## src/rtl/counter_pkg.sv

```systemverilog
// Shared types and constants for the counter report path: FSM states,
// ASCII frame characters and frame lengths.
package counter_pkg;

    typedef enum logic [1:0] {
        IDLE,
        CONV,
        SEND
    } report_state_t;

    localparam logic [7:0] CH_U     = 8'h55;
    localparam logic [7:0] CH_D     = 8'h44;
    localparam logic [7:0] CH_COLON = 8'h3A;
    localparam logic [7:0] CH_ZERO  = 8'h30;
    localparam logic [7:0] CH_CR    = 8'h0D;
    localparam logic [7:0] CH_LF    = 8'h0A;

    localparam int FRAME_LEN_EOL   = 8;
    localparam int FRAME_LEN_NOEOL = 6;

    localparam int BIN_W      = 14;
    localparam int BCD_W      = 16;
    localparam int CONV_STEPS = 14;

endpackage

```

## src/rtl/bin2bcd_seq.sv

```systemverilog
// Sequential double-dabble: loads the binary value on start, performs one
// add-3/shift step per cycle and pulses done with the final four BCD digits.
module bin2bcd_seq
    import counter_pkg::*;
(
    input  logic             clk,
    input  logic             rst,
    input  logic             start,
    input  logic [BIN_W-1:0] bin,
    output logic [BCD_W-1:0] bcd,
    output logic             done
);

    localparam int SR_W = BCD_W + BIN_W;

    logic [SR_W-1:0] sr_q;
    logic [3:0]      steps_q;

    function automatic logic [SR_W-1:0] dabble_step(input logic [SR_W-1:0] sr);
        logic [SR_W-1:0] t;
        t = sr;
        for (int n = 0; n < BCD_W / 4; n++) begin
            if (t[BIN_W + 4*n +: 4] >= 4'd5)
                t[BIN_W + 4*n +: 4] = t[BIN_W + 4*n +: 4] + 4'd3;
        end
        return {t[SR_W-2:0], 1'b0};
    endfunction

    always_ff @(posedge clk or negedge rst) begin
        if (!rst) begin
            sr_q    <= '0;
            steps_q <= '0;
            done    <= 1'b0;
        end else begin
            done <= 1'b0;
            if (start) begin
                sr_q    <= {{BCD_W{1'b0}}, bin};
                steps_q <= 4'(CONV_STEPS);
            end else if (steps_q != 4'd0) begin
                sr_q    <= dabble_step(sr_q);
                steps_q <= steps_q - 4'd1;
                done    <= (steps_q == 4'd1);
            end
        end
    end

    assign bcd = sr_q[SR_W-1 -: BCD_W];

endmodule

```

## src/rtl/counter_report_tx.sv

```systemverilog
// Turns a counter snapshot into an ASCII report frame ("U:0123\r\n") and
// pushes it byte by byte into the UART TX FIFO under push/full handshake.
module counter_report_tx
    import counter_pkg::*;
#(
    parameter int CNT_W   = 14,
    parameter int MAX_CNT = 9999,
    parameter bit EOL_EN  = 1'b1
)(
    input  logic             clk,
    input  logic             rst,
    input  logic [CNT_W-1:0] count,
    input  logic             mode,
    input  logic             report_req,
    input  logic             fifo_full,
    output logic             push,
    output logic [7:0]       wdata,
    output logic             busy
);

    localparam int         FRAME_LEN = EOL_EN ? FRAME_LEN_EOL : FRAME_LEN_NOEOL;
    localparam logic [2:0] LAST_IDX  = 3'(FRAME_LEN - 1);

    report_state_t    state_q, state_d;
    logic             pending_q;
    logic             mode_q;
    logic [2:0]       idx_q;
    logic             accept;
    logic [BCD_W-1:0] bcd;
    logic             conv_done;

    function automatic logic [BIN_W-1:0] sat_count(input logic [CNT_W-1:0] v);
        if (v > CNT_W'(MAX_CNT))
            return BIN_W'(MAX_CNT);
        return BIN_W'(v);
    endfunction

    function automatic logic [7:0] frame_byte(input logic [2:0]       idx,
                                              input logic             m,
                                              input logic [BCD_W-1:0] digits);
        logic [7:0] b;
        case (idx)
            3'd0:    b = m ? CH_D : CH_U;
            3'd1:    b = CH_COLON;
            3'd2:    b = CH_ZERO + {4'd0, digits[15:12]};
            3'd3:    b = CH_ZERO + {4'd0, digits[11:8]};
            3'd4:    b = CH_ZERO + {4'd0, digits[7:4]};
            3'd5:    b = CH_ZERO + {4'd0, digits[3:0]};
            3'd6:    b = CH_CR;
            default: b = CH_LF;
        endcase
        return b;
    endfunction

    // The converter's shift register holds the clamped count snapshot.
    bin2bcd_seq u_bin2bcd (
        .clk   (clk),
        .rst   (rst),
        .start (accept),
        .bin   (sat_count(count)),
        .bcd   (bcd),
        .done  (conv_done)
    );

    always_comb begin
        state_d = state_q;
        accept  = (state_q == IDLE) && (report_req || pending_q);
        push    = (state_q == SEND) && !fifo_full;
        busy    = (state_q != IDLE);
        case (state_q)
            IDLE:    if (accept) state_d = CONV;
            CONV:    if (conv_done) state_d = SEND;
            SEND:    if (push && idx_q == LAST_IDX) state_d = IDLE;
            default: state_d = IDLE;
        endcase
    end

    always_ff @(posedge clk or negedge rst) begin
        if (!rst) begin
            state_q   <= IDLE;
            pending_q <= 1'b0;
            mode_q    <= 1'b0;
            idx_q     <= '0;
            wdata     <= 8'h00;
        end else begin
            state_q <= state_d;
            // A request that is not accepted this edge (busy) is held one deep.
            if (accept)
                pending_q <= 1'b0;
            else if (report_req)
                pending_q <= 1'b1;
            if (accept)
                mode_q <= mode;
            if (state_q == CONV && conv_done) begin
                idx_q <= '0;
                wdata <= frame_byte(3'd0, mode_q, bcd);
            end else if (push && idx_q != LAST_IDX) begin
                idx_q <= idx_q + 3'd1;
                wdata <= frame_byte(idx_q + 3'd1, mode_q, bcd);
            end
        end
    end

endmodule

```

## config.mk

```make
export PLATFORM = sky130hd
export DESIGN_NAME = counter_report_tx
export DESIGN_NICKNAME = d
export VERILOG_FILES = /design/src/rtl/counter_pkg.sv /design/src/rtl/bin2bcd_seq.sv /design/src/rtl/counter_report_tx.sv
export SDC_FILE = /design/constraint.sdc
export NUM_CORES = 1
export LEC_CHECK = 0
export CAP_MARGIN = 15
export CORE_MARGIN = 2
export CORE_UTILIZATION = 24
export CTS_BUF_LIST = sky130_fd_sc_hd__clkbuf_4
export CTS_CLUSTER_DIAMETER = 150
export DETAILED_ROUTE_END_ITERATION = 7
export GPL_ROUTABILITY_DRIVEN = 0
export PLACE_DENSITY = 0.39
export SKIP_LAST_GASP = 1
export SLEW_MARGIN = 40
export SYNTH_ARGS = -nofsm -noshare
export SYNTH_HDL_FRONTEND = slang
export SYNTH_SLANG_ARGS = --single-unit
```

## constraint.sdc

```tcl
create_clock -name clk -period 4.63 [get_ports clk]
set_input_delay 0.463 -clock clk [delete_from_list [all_inputs] [get_ports clk]]
set_output_delay 0.463 -clock clk [all_outputs]
set_load 0.01 [all_outputs]
```

# After elaboration in Yosys (flattened, before gate mapping)
# Cells that the tools add are included.
# op_classes
n_addsub,10
order_cmp,5
eq_ne,14
muxes,25
reduce_logical,15
# ops
operator,n
2-to-1 mux 30 bit,2
case mux 7 bit (7 select lines),1
"adder 6 x 4 -> 7 bit, first input constant",4
2-to-1 mux 14 bit,2
2-to-1 mux 4 bit,5
">= comparator 4 x 3 -> 1 bit, second input constant",4
2-to-1 mux 8 bit,2
"> comparator 14 bit, second input constant",1
"adder 4 x 2 -> 4 bit, second input constant",3
"equality test 3 bit, second input constant",4
2-to-1 mux 3 bit,3
nonzero test 2 bit,4
"equality test 3 x 2 -> 1 bit, second input constant",2
2-to-1 mux 2 bit,3
case mux 2 bit (3 select lines),1
logical AND 1 bit,5
2-to-1 mux 1 bit,5
2-to-1 mux 5 bit,1
"equality test 4 x 1 -> 1 bit, second input constant",1
"!= test 2 x 1 -> 1 bit, second input constant",2
nonzero test 4 bit,1
"subtractor 4 x 1 -> 4 bit, second input constant",1
"adder 3 x 1 -> 3 bit, second input constant",1
"adder 3 x 2 -> 3 bit, second input constant",1
10 further kinds,10
# totals
reg_bits,50
inputBits,19
wordCells,77

# Depth between registers and ports, before layout
# Gate-level depths: netlist (run 1).
# logic_depth
depth_word,5
depth_mapped,7

# Hierarchy
# From an unflattened synthesis (run 1), not the netlist that was laid out.
# hier_totals
cells_unflattened,337
area_unflattened_um2,3128.0
# modules_own_cells
module,instances,cells_per_inst,area_each_um2,seq_area_each_um2
bin2bcd_seq,1,226,2138.3,875.8
counter_report_tx,1,111,989.7,350.3

# Least setup slack after synthesis (run 1)
# Ideal clock, no wire load.
# synth_path
path_type,reg-to-reg
start,register idx_q[0]
end,register wdata[4]
arrival_ps,1611
required_time_ps,4506
setup_slack_ps,2895
path_stages_with_launch,7
n_path_buf,1
synth_period_minus_slack_ps,1735
path_cell_list,dfrtp_1 ha_1 ha_1 buf_2 a21oi_1 o21a_1 a211o_1
# synth_via
elab_chain_len,5
word_cells_on_any_way,14
# synth_lines
element,line,source
from (decl),counter_report_tx.sv:27,logic [2:0] idx_q;
from (signal assigned),counter_report_tx.sv:98,idx_q <= idx_q + 3'd1;
adder 3 x 1 -> 3 bit,counter_report_tx.sv:99,"wdata <= frame_byte(idx_q + 3'd1, mode_q, bcd);"
equality test 3 bit (tied with other cells),counter_report_tx.sv:42,case (idx)
case mux 7 bit (7 select lines),counter_report_tx.sv:42,
2-to-1 mux 8 bit,counter_report_tx.sv:97,end else if (push && idx_q != LAST_IDX) begin
2-to-1 mux 8 bit,counter_report_tx.sv:94,if (state_q == CONV && conv_done) begin
to (signal assigned),counter_report_tx.sv:96,"wdata <= frame_byte(3'd0, mode_q, bcd);"
to (signal assigned),counter_report_tx.sv:99,
to (decl),counter_report_tx.sv:17,"output logic [7:0] wdata,"
# Several ways; a longest one is shown, not always the timed one. The select of a mux whose other input is x is not followed.
# A chain may end at the register's enable or synchronous reset.

# Worst setup path after layout (run 1)
# Ends and elaborated chain as after synthesis.

==> results.sh, run 1 <==
export IMPL_path_clk_slew_ns=0.15
export IMPL_worstPathRequired_ns=4.91
export IMPL_gr_total_overflow=0
export IMPL_clockBufferDepth=2
export IMPL_clk_latency_ns=0.37
export IMPL_min_period_ns=2.21
export IMPL_cts_tree="done"
export IMPL_postCtsSetupRepairBufs=0
export IMPL_grt_max_degree=50
export IMPL_slew_viol_final=0
export IMPL_worst_pin_slew_ns=0.756
export IMPL_cts_made_buffers=5
export IMPL_row_count=38
export IMPL_end_kind="flip-flop"
export IMPL_clock_skew_ns=0.0195
export IMPL_power_density_nw_per_um2=631
export IMPL_p_comb_share_pct=49.1
export IMPL_wl_per_cell_microns=14.2
export IMPL_ff2ff_setup_slack_ns=2.42
export IMPL_yosys_warnings=0
export IMPL_critical_path_class="flip-flop to flip-flop"
export IMPL_total_power_w=0.00201
export IMPL_status="finished clean"
export IMPL_drive_gt1_share_pct=6.58
export IMPL_max_freq_ghz=0.452
export IMPL_power_frac_clock_pct=10.1
export IMPL_final_setup_tns_ns=0
export IMPL_synth_cell_area_sq_um=2710
export IMPL_die_w_microns=110
export IMPL_area_growth_pct=17.5
export IMPL_worstPathMaxFanout=17
export IMPL_syn_inst=276
export IMPL_hpwl_mm=4.46
export IMPL_drt_vias_per_instance=4.66
export IMPL_firstDrtPassIters=4
export IMPL_ff_latch_area_sq_um=1230
export IMPL_min_path_type="primary input to async pin"
export IMPL_fp_dieH_microns=110
export IMPL_drt_initial_drc_count=96
export IMPL_syn_nets=311
export IMPL_num_vias=2071
export IMPL_port_buffers=27
export IMPL_netSwitchingFraction_pct=41.7
export IMPL_finalWirelength_mm=6.28
export IMPL_cts_max_level=2
export IMPL_startpoint_type="flip-flop"
export IMPL_gr_usage_all_layers_pct=11.4
export IMPL_cts_root_buf="clkbuf_4"
export IMPL_antenna_found_initial=0
export IMPL_synthDistinctLibCells=44
export IMPL_relSlewSlack_pct=49.4
export IMPL_final_nets=338
export IMPL_holdBufCountCts=0
export IMPL_cts_resized=0
export IMPL_peakVddDrop_mv=0.170
export IMPL_leakage_nw=1.46
export IMPL_synth_top_area_cell="dfrtp_1"
export IMPL_synth_seq_cells=49
export IMPL_synth_area_leaders="dfrtp_1, ha_1, mux2i_1"
export IMPL_avgSynthCellArea_sq_um=9.81
export IMPL_cts_sinks=49
export IMPL_io_pins=29
export IMPL_start_util_pct=24.8
export IMPL_fin_crit_sh_pct=47.8
export IMPL_p_sw_w=0.000837
export IMPL_synth_top_area_share_pct=45.3
export IMPL_n_antenna_cell=0
export IMPL_drc=0
export IMPL_maxCapViolCount=0
export IMPL_grt_pass1_wl_mm=10.7
export IMPL_num_fill_cells=1176
export IMPL_drtAntennaViolNets=0
export IMPL_finalHoldViolCount=0
export IMPL_arrival_ns=2.49
export IMPL_first_global_vias=2129
export IMPL_grt_setup_unrepaired="false"
export IMPL_core_sq_um=10900
export IMPL_intPower_w=0.00117
export IMPL_sequentialPowerShare_pct=40.7
export IMPL_setup_viol=0
export IMPL_ys_seq_area_share_pct=45.3
export IMPL_dieArea_sq_um=12100
export IMPL_multiInputGateArea_sq_um=1350
[cells in the mapped netlist]
cell type  count
a21oi_1       18
nor4bb_1       1
nor3_1         3
o21ai_2        1
a31oi_1        6
a211o_1        1
ha_1          16
buf_4          3
inv_1         21
nand3b_1       2
or3_1          3
o21ai_0       18
a222oi_1       1
mux2i_1       15
a211oi_1       2
buf_2          5
xor2_1         3
nor2_1        16
o21a_1         2
conb_1         1
nor2_2         1
or3b_1         1
nor4b_4        1
o211ai_1       1
dfrtp_1       49
a22o_1         8
o31ai_1        1
xnor2_1        5
mux2_2         1
nand4_1        1
nand3_1        5
nor3b_2        1
a221oi_1       1
nor2b_1        2
a2bb2oi_1      7
nor3_4         1
clkbuf_1       3
a21o_1         3
nand2b_1       8
nor4_1         2
and4_1         1
o22ai_1        6
a22oi_1        2
nand2_1       27
[critical path, stage by stage, from the launching register on]
cell     delay [ns]
dfrtp_1        0.47
ha_1           0.23
ha_1           0.22
nor4b_4        0.71
nor2_1         0.16
a211o_1        0.32
[metal layers]
metal	GRT usage, %	share of wire [%]	vias up
li1	-	-	1031
met1	15.9	51	1011
met2	17.8	45	24
met3	2.18	2.9	5
met4	3.21	1.3	0
met5	0	0	-
[power by group through the flow]
stage / Sequential (W) / Clock [W] / Combinational (W)
2_1_floorplan: 0.000781 / 0 / 0.000740
3_3_place_gp: 0.000830 / 0 / 0.000996
3_5_place_dp: 0.000829 / 0 / 0.000999
4_1_cts: 0.000820 / 0.000219 / 0.00100
5_1_grt: 0.000851 / 0.000236 / 0.00115
6_report: 0.000818 / 0.000204 / 0.000987
[state kept, by name, summed over array words and instances (netlist names)]
signal             count
u_bin2bcd.sr_q        30
wdata                  7
u_bin2bcd.steps_q      4
idx_q                  3
state_q                2
mode_q                 1
pending_q              1
u_bin2bcd.done         1
[cell usage in the layout (no fill, tap or decap), drive strengths merged, types with 2 or more instances in the layout]
| master | count |
|---|---|
| nand2b | 8 |
| clkinv | 2 |
| or3 | 3 |
| nor4 | 2 |
| a22oi | 2 |
| a211oi | 2 |
| a21o | 3 |
| a21oi | 18 |
| nand2 | 27 |
| a22o | 8 |
| nand3b | 2 |
| a2bb2oi | 7 |
| nor2 | 17 |
| inv | 21 |
| a31oi | 6 |
| dfrtp | 49 |
| ha | 16 |
| o21ai | 19 |
| o21a | 2 |
| nand3 | 5 |
| xnor2 | 5 |
| xor2 | 3 |
| nor3 | 4 |
| mux2i | 15 |
| o22ai | 6 |
| nor2b | 2 |
| clkdlybuf4s50 | 26 |
| buf | 5 |
| clkbuf | 6 |
[through the flow]
step	area, sq um	hold slack [ns]	setup WS, ns	instances	utilization (%)
final	3180	0.186	2.42	444	29.1
after global routing	3180	0.223	2.27	444	29.1
after CTS	3170	0.198	2.42	444	29.0
after detailed placement	3120	0.483	2.38	436	28.5
after global placement	3110	0.477	2.33	435	28.5
after floorplan	2710	0.167	2.89	276	-
[final timing paths]
| kind | cells past startpoint | to | from |
|---|---|---|---|
| max | 5 | wdata[4] | idx_q[0] |
| min | 2 | u_bin2bcd.sr_q[3] | rst |
| max reg2reg | 5 | wdata[4] | idx_q[0] |
| min reg2reg | 1 | wdata[5] | wdata[5] |
| max in group asynchronous | 2 | u_bin2bcd.sr_q[27] | rst |
| min in group clk | 1 | wdata[5] | wdata[5] |
[logic make-up (layout without fill, tap and decap cells)]
family | count (synthesis) | after routing | share of synthesized area, %
AO/OA/AOI/OAI | 78 | 78 | 18.7
XOR/XNOR | 8 | 8 | 2.59
adder cells (fa/ha/maj) | 16 | 16 | 7.39
buffers and inverters | 32 | 60 | 5.08
flip-flops | 49 | 49 | 45.3
multiplexers | 16 | 16 | 5.96
other | 1 | 1 | 0.138
AND/OR/NAND/NOR | 76 | 76 | 14.9
[cell type report]
cell class	instances	share of cell area, %
multi-input cells	195	42.5
flip-flops and latches	49	38.5
repair buffers	31	9.28
well taps	140	5.51
inverters	21	2.48
clock buffers	6	1.42
clock inverters	2	0.315
No activity file was read; power rests on OpenSTA's default activity.
==> inputs of run 2 (changes only) <==
PLACE_DENSITY = 0.41   (was 0.39)
clock period = 1.9 ns   (was 4.63 ns; I/O delays follow)
==> run 2 against run 1 <==
Net effect:
- worst hold slack improved by 0.12 ns
- worst setup slack got worse by 2.3 ns
- clock skew decreased by 0.0077 ns
- sequential power increased by 140%
- die area unchanged
- largest cell class unchanged
==> results.sh, run 2 (synthesis gave the netlist of run 1 again) <==
export IMPL_n_antenna_cell=0
export IMPL_grt_max_degree=50
export IMPL_fp_dieH_microns=110
export IMPL_reg2reg_from="u_bin2bcd.steps_q[0]"
export IMPL_final_cell_mix="dfrtp_1, nand2_1, clkdlybuf4s50_1"
export IMPL_path_clk_slew_ns=0.15
export IMPL_gr_usage_all_layers_pct=11.6
export IMPL_slew_viol_final=0
export IMPL_ff2ff_setup_slack_ns=0.12
export IMPL_setup_viol=0
export IMPL_num_vias=2099
export IMPL_cts_made_buffers=5
export IMPL_power_density_nw_per_um2=1540
export IMPL_worstPathRequired_ns=1.71
export IMPL_worstPathMaxFanout=5
export IMPL_max_freq_ghz=0.556
export IMPL_min_period_ns=1.80
export IMPL_critical_path_class="flip-flop to primary output"
export IMPL_first_global_vias=2157
export IMPL_peakVddDrop_mv=0.494
export IMPL_finalWirelength_mm=6.37
export IMPL_drt_initial_drc_count=109
export IMPL_drt_vias_per_instance=4.54
export IMPL_arrival_ns=1.61
export IMPL_start_util_pct=24.8
export IMPL_startpoint_type="flip-flop"
export IMPL_worstSetupStartpoint="state_q[0]"
export IMPL_drc=0
export IMPL_worstSetupEndpoint="push"
export IMPL_wl_per_cell_microns=13.8
export IMPL_cts_tree="done"
export IMPL_layout_commonest_cell="dfrtp_1"
export IMPL_clk_latency_ns=0.37
export IMPL_status="finished clean"
export IMPL_pre_cts_ws_ns=0.0285
export IMPL_final_nets=357
export IMPL_total_power_w=0.00517
export IMPL_area_growth_pct=24.3
export IMPL_grt_setup_unrepaired="true"
export IMPL_leakage_nw=1.56
export IMPL_dieArea_sq_um=12100
export IMPL_drive_gt1_share_pct=12.7
export IMPL_end_kind="primary output"
export IMPL_maxCapViolCount=0
export IMPL_drtAntennaViolNets=0
export IMPL_rr_worst_depth=6
export IMPL_antenna_found_initial=0
export IMPL_clock_skew_ns=0.0118
export IMPL_port_buffers=27
export IMPL_top_regs="u_bin2bcd.sr_q: 30 flops, wdata: 7 flops, u_bin2bcd.steps_q: 4 flops"
export IMPL_die_w_microns=110
export IMPL_cts_max_level=2
export IMPL_hpwl_mm=4.59
export IMPL_row_count=38
export IMPL_fin_crit_sh_pct=94.7
export IMPL_cts_sinks=49
export IMPL_regMostFlops="u_bin2bcd.sr_q"
export IMPL_grt_pass1_wl_mm=10.9
export IMPL_clockBufferDepth=2
export IMPL_worst_slack_ns=0.101
export IMPL_gr_total_overflow=0
export IMPL_largest_register_ffs=30
export IMPL_core_sq_um=10900
export IMPL_firstDrtPassIters=4
export IMPL_fin_util_pct=30.8
export IMPL_r2r_end="u_bin2bcd.sr_q[4]"
export IMPL_io_pins=29
export IMPL_min_path_type="primary input to async pin"
export IMPL_finalHoldViolCount=0
export IMPL_cts_root_buf="clkbuf_4"
export IMPL_final_setup_tns_ns=0
run 2: cell count changes in the layout (fill, tap and decap cells not counted), sizes merged:
cell | previous run | this run
dlygate4sd3 | 0 | 1
clkinv | 2 | 1
buf | 5 | 23
run 2: per-stage QoR:
stage | cell area, sq um | hold WS, ns | std cells
4_1_cts | 3320 | 0.307 | 459
3_5_place_dp | 3260 | 0.205 | 451
3_3_place_gp | 3260 | 0.202 | 451
2_1_floorplan | 2710 | -0.106 | 276
5_1_grt | 3360 | 0.343 | 462
6_report | 3360 | 0.306 | 462
run 2: worst min path at each step:
stage | from | endpoint | slack (ns) | depth (start not counted)
CTS | rst | u_bin2bcd.sr_q[11] | 0.31 | 3
finish | rst | u_bin2bcd.sr_q[11] | 0.31 | 3
global route | rst | u_bin2bcd.sr_q[12] | 0.34 | 3
detailed placement | rst | u_bin2bcd.sr_q[11] | 0.21 | 2
floorplan | rst | idx_q[0] | -0.11 | 0
global placement | rst | u_bin2bcd.sr_q[11] | 0.20 | 2
run 2: final cells by class:
cell class | instances | area [sq um]
clock buffers | 6 | 45.0
repair buffers | 50 | 465
multi-input cells | 195 | 1370
fillers | 1134 | 7570
well taps | 140 | 175
clock inverters | 1 | 3.75
inverters | 21 | 78.8
flip-flops and latches | 49 | 1230
run 2: what timing repair did:
item | in CTS | in global routing
endpoints found under the setup margin | 1 | 11
hold buffers | 1 | 0
buffers inserted | 0 | 3
resized for setup | 1 | 6
hold endpoints to repair | 49 | 0
pin swaps | 0 | 1
run 2: layer usage:
metal  global-route usage (%)  vias to the layer above  part of all wire (%)  wire length [microns]
met4                     3.75                        0                   1.5                     93
met5                        0                        -                     0                      0
met1                     16.1                     1005                    52                   3300
li1                         -                     1069                     -                      -
met2                     18.4                       18                    45                   2840
met3                     2.12                        7                   2.2                    138
run 2: report_power, final:
| part | leakage, nW | internal [W] | switching (W) |
|---|---|---|---|
| Clock | 0.0292 | 0.000150 | 0.000344 |
| Combinational | 0.927 | 0.00137 | 0.00134 |
| Sequential | 0.599 | 0.00153 | 0.000433 |
| Total | 1.56 | 0.00305 | 0.00212 |
run 2: worst max-delay path: stages (launching register included):
cell and delay, ns:
dfrtp_2 0.46, nand2b_1 0.16, nor2_1 0.09, clkdlybuf4s50_1 0.53
==> inputs of run 3 (changes only) <==
ABC_CLOCK_PERIOD_IN_PS = 1900   (was not set)
SKIP_CTS_REPAIR_TIMING = 1   (was not set)
==> run 3 against run 2 <==
Net effect:
- via count is 0.52% higher
- clock-buffer cell count stayed put
- wire length is 0.41% higher
- largest cell class unchanged
- highest routed layer unchanged
==> results.sh, run 3 (synthesis gave the netlist of run 1 again) <==
export IMPL_worstSetupEndpoint="push"
export IMPL_num_vias=2110
export IMPL_clk_latency_ns=0.37
export IMPL_n_antenna_cell=0
export IMPL_drt_initial_drc_count=104
export IMPL_arrival_ns=1.61
export IMPL_end_kind="primary output"
export IMPL_setup_viol=0
export IMPL_path_clk_slew_ns=0.15
export IMPL_startpoint_type="flip-flop"
export IMPL_worstPathRequired_ns=1.71
export IMPL_worst_slack_ns=0.101
export IMPL_pre_cts_ws_ns=0.0285
export IMPL_met1Wirelength_mm=3.29
export IMPL_worstSetupStartpoint="state_q[0]"
export IMPL_hpwl_mm=4.59
export IMPL_status="finished clean"
export IMPL_start_util_pct=24.8
export IMPL_netSwitchingFraction_pct=41.1
export IMPL_die_w_microns=110
export IMPL_leakage_nw=1.56
export IMPL_critical_path_class="flip-flop to primary output"
export IMPL_port_buffers=27
export IMPL_r2r_end="u_bin2bcd.sr_q[4]"
export IMPL_total_power_w=0.00517
export IMPL_clockBufferDepth=2
export IMPL_cts_tree="done"
export IMPL_cts_root_buf="clkbuf_4"
export IMPL_min_period_ns=1.80
export IMPL_drt_vias_per_instance=4.57
export IMPL_wl_per_cell_microns=13.8
export IMPL_drc=0
export IMPL_top_regs="u_bin2bcd.sr_q: 30 flops, wdata: 7 flops, u_bin2bcd.steps_q: 4 flops"
export IMPL_sequentialPowerShare_pct=37.9
export IMPL_first_global_vias=2154
export IMPL_worstPathMaxFanout=5
export IMPL_route_met2_wl_mm=2.85
export IMPL_final_cell_mix="dfrtp_1, nand2_1, clkdlybuf4s50_1"
export IMPL_fp_dieH_microns=110
export IMPL_max_freq_ghz=0.556
export IMPL_slew_viol_final=0
export IMPL_gr_total_overflow=0
export IMPL_routed_wl_met3_microns=162
export IMPL_peakVddDrop_mv=0.494
export IMPL_final_setup_tns_ns=0
export IMPL_largest_register_ffs=30
export IMPL_layout_commonest_cell="dfrtp_1"
export IMPL_row_count=38
export IMPL_p_comb_share_pct=52.5
export IMPL_rr_worst_depth=6
export IMPL_reg2reg_from="u_bin2bcd.steps_q[0]"
export IMPL_maxCapViolCount=0
export IMPL_clock_skew_ns=0.0124
export IMPL_regMostFlops="u_bin2bcd.sr_q"
export IMPL_dieArea_sq_um=12100
export IMPL_topRoutingLayerUsed="met4"
export IMPL_grt_pass1_wl_mm=10.9
export IMPL_finalWirelength_mm=6.40
export IMPL_grt_max_degree=50
export IMPL_p_sw_w=0.00213
export IMPL_cts_max_level=2
export IMPL_intPower_w=0.00305
export IMPL_core_sq_um=10900
export IMPL_power_frac_clock_pct=9.6
export IMPL_fin_util_pct=30.8
export IMPL_firstDrtPassIters=4
export IMPL_cts_sinks=49
export IMPL_num_fill_cells=1135
export IMPL_drtAntennaViolNets=0
export IMPL_area_growth_pct=24.3
export IMPL_drive_gt1_share_pct=12.7
export IMPL_fin_crit_sh_pct=94.7
export IMPL_power_density_nw_per_um2=1540
export IMPL_ff2ff_setup_slack_ns=0.12
export IMPL_min_path_type="primary input to async pin"
export IMPL_finalHoldViolCount=0
export IMPL_gr_usage_all_layers_pct=11.6
export IMPL_final_nets=357
export IMPL_cts_made_buffers=5
export IMPL_grt_setup_unrepaired="true"
export IMPL_io_pins=29
export IMPL_antenna_found_initial=0
run 3: cell counts in the layout (fill, tap and decap cells not counted):
Identical to the previous run, type by type.
run 3: worst min-delay path by stage:
stage          slack, ns  startpoint            endpoint
2_1_floorplan      -0.11         rst            idx_q[0]
3_3_place_gp        0.20         rst  u_bin2bcd.sr_q[11]
3_5_place_dp        0.21         rst  u_bin2bcd.sr_q[11]
4_1_cts            -0.23         rst  u_bin2bcd.sr_q[11]
5_1_grt             0.34         rst  u_bin2bcd.sr_q[12]
6_report            0.31         rst  u_bin2bcd.sr_q[11]
run 3: per-layer routing:
layer	vias up	track usage, %
li1	1068	-
met1	1011	16.1
met4	0	3.75
met3	7	2.12
met5	-	0
met2	24	18.4
run 3: stage by stage:
stage | instances | hold slack, ns | instance area (sq um)
after floorplan | 276 | -0.106 | 2710
after global placement | 451 | 0.202 | 3260
after detailed placement | 451 | 0.205 | 3260
after CTS | 458 | -0.233 | 3310
after global routing | 462 | 0.343 | 3360
final | 462 | 0.307 | 3360
run 3: area by class of cell:
type | instances | area (sq um) | share of cell area (%)
Clock inverter | 1 | 3.75 | 0.112
Tap cell | 140 | 175 | 5.21
Sequential cell | 49 | 1230 | 36.5
Inverter | 21 | 78.8 | 2.34
Clock buffer | 6 | 45.0 | 1.34
Multi-Input combinational cell | 195 | 1370 | 40.7
Timing Repair Buffer | 50 | 465 | 13.8
run 3: worst max-delay path, stage by stage, from the launching register on:
cell             delay (ns)
dfrtp_2                0.46
nand2b_1               0.16
nor2_1                 0.09
clkdlybuf4s50_1        0.53
run 3: power by group through the flow:
| stage | Combinational (W) | Clock [W] | Sequential, W |
|---|---|---|---|
| 3_5_place_dp | 0.00262 | 0 | 0.00200 |
| 2_1_floorplan | 0.00180 | 0 | 0.00190 |
| 6_report | 0.00272 | 0.000497 | 0.00196 |
| 4_1_cts | 0.00264 | 0.000520 | 0.00197 |
| 3_3_place_gp | 0.00260 | 0 | 0.00200 |
| 5_1_grt | 0.00310 | 0.000556 | 0.00204 |
